===== config.mk =====
export PLATFORM = sky130hd
export DESIGN_NAME = instruction_dispatcher
export DESIGN_NICKNAME = d
export VERILOG_FILES = /design/src/rtl/instruction_dispatcher.sv
export SDC_FILE = /design/constraint.sdc
export NUM_CORES = 1
export LEC_CHECK = 0
export ABC_AREA = 1
export BUFFER_PORTS_ARGS = -buffer_cell sky130_fd_sc_hd__buf_4
export CORE_AREA = 2 2 68 70
export DETAILED_ROUTE_END_ITERATION = 12
export DIE_AREA = 0 0 70 72
export GPL_ROUTABILITY_DRIVEN = 0
export HOLD_SLACK_MARGIN = 0.1
export PLACE_DENSITY = 0.73
export SKIP_CTS_REPAIR_TIMING = 1
export SLEW_MARGIN = 20
export SYNTH_ARGS = -nofsm -noshare
export SYNTH_HDL_FRONTEND = slang
export SYNTH_SLANG_ARGS = --single-unit

===== constraint.sdc =====
create_clock -name clk -period 1.32 [get_ports clk]
set_clock_uncertainty 0.05 [all_clocks]
set_input_delay 0.132 -clock clk [delete_from_list [all_inputs] [get_ports clk]]
set_output_delay 0.132 -clock clk [all_outputs]
set_load 0.02 [all_outputs]

===== src/rtl/instruction_dispatcher.sv =====
// Reader end of the instruction stack: pops words, splits them into op/a/b fields and hands them to the ALU sequencer.
// Define DISPATCH_ERR_EN to add a sticky err output flagging stack overflow and push/pop collisions.
module instruction_dispatcher #(
  parameter int WIDTH   = 24,
  parameter int DEPTH   = 255,
  parameter int POP_LAT = 2
) (
  input  logic             clk,
  input  logic             reset,
  input  logic             push_mon,
  output logic             stk_pop,
  input  logic [WIDTH-1:0] stk_data,
  output logic             ins_valid,
  input  logic             ins_ready,
  output logic [WIDTH-17:0] ins_op,
  output logic [7:0]       ins_a,
  output logic [7:0]       ins_b,
  output logic [7:0]       depth,
  output logic             empty
`ifdef DISPATCH_ERR_EN
 ,output logic             err
`endif
);

  typedef enum logic [1:0] {
    S_IDLE,
    S_WAIT,
    S_CAPTURE,
    S_SETTLE
  } state_t;

  localparam int CNT_W = (POP_LAT > 2) ? $clog2(POP_LAT) : 1;
  localparam logic [CNT_W-1:0] WAIT_LAST = CNT_W'((POP_LAT > 1) ? POP_LAT - 2 : 0);
  localparam logic [7:0] DEPTH_MAX = 8'(DEPTH);

  state_t r_state;
  state_t w_next;
  logic [CNT_W-1:0] r_wait_cnt;
  logic [7:0] r_depth;
  logic r_guard;
  logic r_valid;
  logic [WIDTH-17:0] r_op;
  logic [7:0] r_a;
  logic [7:0] r_b;
  logic w_can_pop;
  logic w_pop;

  // The stack ignores requests in its first push cycle, hence the one-cycle guard after every push.
  assign w_can_pop = (r_depth != 8'd0) && !push_mon && !r_guard && (!r_valid || ins_ready);

  // NOTE: every signal written here gets a default first so no latch is inferred.
  always_comb begin
    w_next = r_state;
    w_pop  = 1'b0;
    case (r_state)
      S_IDLE: begin
        if (w_can_pop) begin
          w_pop  = 1'b1;
          w_next = (POP_LAT > 1) ? S_WAIT : S_CAPTURE;
        end
      end
      S_WAIT:    if (r_wait_cnt == WAIT_LAST) w_next = S_CAPTURE;
      S_CAPTURE: w_next = S_SETTLE;
      S_SETTLE:  w_next = S_IDLE;
      default:   w_next = S_IDLE;
    endcase
  end

  // NOTE: sequential state uses non-blocking assignments so every register samples pre-edge values.
  always_ff @(posedge clk or posedge reset) begin
    if (reset) begin
      r_state    <= S_IDLE;
      r_wait_cnt <= '0;
      r_guard    <= 1'b0;
      r_depth    <= 8'd0;
    end else begin
      r_state <= w_next;
      r_guard <= push_mon;
      if (r_state == S_WAIT) r_wait_cnt <= r_wait_cnt + 1'b1;
      else                   r_wait_cnt <= '0;
      if (push_mon) begin
        if (r_depth != DEPTH_MAX) r_depth <= r_depth + 8'd1;
      end else if (w_pop) begin
        r_depth <= r_depth - 8'd1;
      end
    end
  end

  // Single output slot: a new word only arrives after the previous one was accepted at pop time.
  always_ff @(posedge clk or posedge reset) begin
    if (reset) begin
      r_valid <= 1'b0;
      r_op    <= '0;
      r_a     <= 8'd0;
      r_b     <= 8'd0;
    end else if (r_state == S_CAPTURE) begin
      r_valid <= 1'b1;
      r_op    <= stk_data[WIDTH-1:16];
      r_a     <= stk_data[15:8];
      r_b     <= stk_data[7:0];
    end else if (r_valid && ins_ready) begin
      r_valid <= 1'b0;
    end
  end

`ifdef DISPATCH_ERR_EN
  logic r_err;
  always_ff @(posedge clk or posedge reset) begin
    if (reset) r_err <= 1'b0;
    else if (push_mon && ((r_depth == DEPTH_MAX) || w_pop)) r_err <= 1'b1;
  end
  assign err = r_err;
`endif

  assign stk_pop   = w_pop;
  assign ins_valid = r_valid;
  assign ins_op    = r_op;
  assign ins_a     = r_a;
  assign ins_b     = r_b;
  assign depth     = r_depth;
  assign empty     = (r_depth == 8'd0);

endmodule


==> results list <==
- The flow ran to the end, but the final reports show violations.
- The final reports fail on negative setup slack.
* Number of clock buffers inserted by TritonCTS: 5
- Number of max-slew violations in the final report: 0
- Number of endpoints failing setup at the final stage: 14
* Count of final hold-check violations: 0
* Worst supply voltage drop on vdd: 1383 µV
- The netlist uses 22 different library cells.
- The number of global-route vias before repair is 1646.
* Seq/Total Area, Yosys: 49.63%
- Leakage power of the design: 0.001763 µW
- Critical Path, Cell by Cell: nor2_1 > nand4_1 > nand3_4 > inv_2 > buf_6
- At the worst endpoint, the arrival time is 1.47 ns.
- Highest Clock Rate: 606.9 MHz
* Antenna violations before repair: 0
- Global routing consumed, over all layers together, 18.34% of the routing resources.
- Master of the slowest instance on the critical path: dfrtp_2
- The initial utilization of the core area, before any placement, comes to 43.75%.
- Maximum number of pins on one net before global-route repair: 31
* Detailed-route wire length: 5.807 mm
- TritonCTS built the clock tree.
* Net count of the mapped netlist: 270
* Number of nets with antenna violations after detailed routing: 0
* Die outline height: 72 µm
- Post-Route Utilization: 77.93%
- The detailed router finished its first iteration with 101 violations.
- The worst setup path is launched from a flip-flop.
- Min-Delay Path Class: in -> async
* Setup repair after global routing missed its margin: yes
- Clock-pin slew on the worst setup and hold paths: 0.07 ns
* Synthesized area per cell: 8.041 µm²
- Cell type with the largest total area after synthesis: dfrtp_1
- Area of the multi-input gates: 0.001033 mm²
- Ratio of total power to cell area: 2433 mW/mm²
- CTS H-Tree Depth: 2
- In this run the register-to-register setup slack is -0.20 ns.
* Global-route wire length before repair: 7.410 mm
- # nets final: 399
* Critical path endpoint category: output pin
- Vias per std cell: 4.824
- Number of warnings printed during yosys synthesis: 0
- Clock latency at the later pin of the worst-skew pair: 0.29 ns
- Summing every instance area after synthesis gives 0.001866 mm².
* Remaining global-route overflow: 0
- Counting every instance in the synthesized netlist gives 232.
- Actual transition at the worst max-transition pin: 0.3655 ns
* Layout filler cell count: 273
- Cells with a size suffix above 1 make up 43.37% of the layout.
- Required time reported for the critical path endpoint: 1.14 ns
* MaxCap Viol Count: 0
* Buffers from clock root to sink, at most: 2
- Share of the clock period used by the worst path: 124.8%
- Worst hold slack across all endpoints: 0.3296 ns
- Register cell area after layout: 934.6 µm²
- Num Clock Sinks: 37
- In this run, synthesis produced a sequential element count of 37.
- # DRC: 0
* Post-Layout Inst Area: 0.003323 mm²
* Post-synth top area share: 49.63%
- After detailed routing, the average wire length per cell comes to 14.03 µm.
* # port buffers: 62
- Area of the die: 0.005040 mm²
- Most common cell after layout, fill and taps aside: nand2_1
- The critical path is of the reg -> out type.
- Placement Cell Area: 0.002703 mm²
* Final critical-path required period: 1.648 ns
- Std-Cell Core Area: 0.004264 mm²
- After legalization and detailed placement, the total HPWL measured 3.475 mm.
* Rows: 24
* Root Buffer: clkbuf_8
- In the layout the commonest cells are 104 x nand2_1, 87 x buf_4, 30 x dfrtp_1.
- Layout area overhead: 78.14%
- Worst slew margin relative to its limit: 75.61%
* Vias after detailed routing: 1997
* Antenna fix cells: 0
- Die W: 70 µm
* Length of the first detailed-routing pass in iterations: 5
- Along the worst path, the maximum fanout reaches 4.
- Before CTS, the worst setup slack after placement is -0.1152 ns.
- Ranked by total cell area, the synthesized netlist is headed by dfrtp_1 50%, nand2_1 24%, ha_1 6.0%.
* Post-layout worst setup margin: -0.3276 ns
- Critical path's largest stage delay: 0.44 ns
- Count of pins on the block boundary: 63
critical path: cells and delay by family (launching register included):
family / cells / cell delay [ns]
AND/OR/NAND/NOR: 3 / 0.57
flip-flops: 1 / 0.44
buffers and inverters: 2 / 0.17
power by group:
group | internal (µW) | switching [µW] | total [µW]
combinational | 2300 | 2670 | 4970
clock | 616 | 391 | 1010
sequential | 1710 | 395 | 2110
total | 4630 | 3460 | 8080
area by class of cell:
| class | count | share of cell area [%] |
|---|---|---|
| multi-input cells | 168 | 31.10 |
| well taps | 52 | 1.958 |
| inverters | 22 | 2.598 |
| clock inverters | 1 | 0.9036 |
| repair buffers | 127 | 32.72 |
| clock buffers | 7 | 2.598 |
| flip-flops and latches | 37 | 28.12 |
routing by layer:
metal	share of wire [%]	GRT usage (%)
met4	1.9	7.051
met3	3.5	3.611
met2	54	31.11
met5	0	0
met1	40	23.42
synth_stat cells:
master and count:
fa_1 1, o21ai_0 1, buf_1 1, nand2_4 1, nand3_1 16, nand4_1 3, ha_1 9, buf_2 2
xnor2_1 1, nand3_4 1, nor2_1 7, or2_2 1, a21oi_1 3, inv_1 21, inv_2 1, o21ai_4 1
nand4_2 1, nor3_4 1, nand2_1 118, clkbuf_1 2, dfrtp_1 37, xor2_1 3
per-stage QoR:
stage               power, µW  TNS [ns]  instances
global route             8620    -3.140        414
global placement         6135   -0.2880        367
floorplan                4505   -0.1750        232
detailed placement       6237   -0.4607        367
finish                   8084    -2.252        414
CTS                      7271   -0.8949        375
cells by family after synthesis:
kind of cell	count (synthesis)	share of synthesized area (%)
AOI/OAI and AO/OA	5	1.945
adders and majority gates	10	7.109
xor gates and xnor gates	4	1.878
and+or+nand+nor	149	33.87
DFF	37	49.63
buffers and inverters	27	5.567
state kept, by name, summed over array words and instances, names as in the netlist:
register	flops
depth	8
ins_a	8
ins_b	8
ins_op	8
r_state	2
ins_valid	1
r_guard	1
r_wait_cnt	1
worst paths after layout:
kind	startpoint	endpoint	depth (start not counted)
max reg2reg	depth[5]	depth[5]	7
max in group asynchronous	reset	depth[6]	4
min	reset	r_state[0]	3
min in group clk	push_mon	depth[7]	7
min reg2reg	r_wait_cnt	r_wait_cnt	1
max	depth[5]	stk_pop	5
No activity file was read; power rests on OpenSTA's default activity.
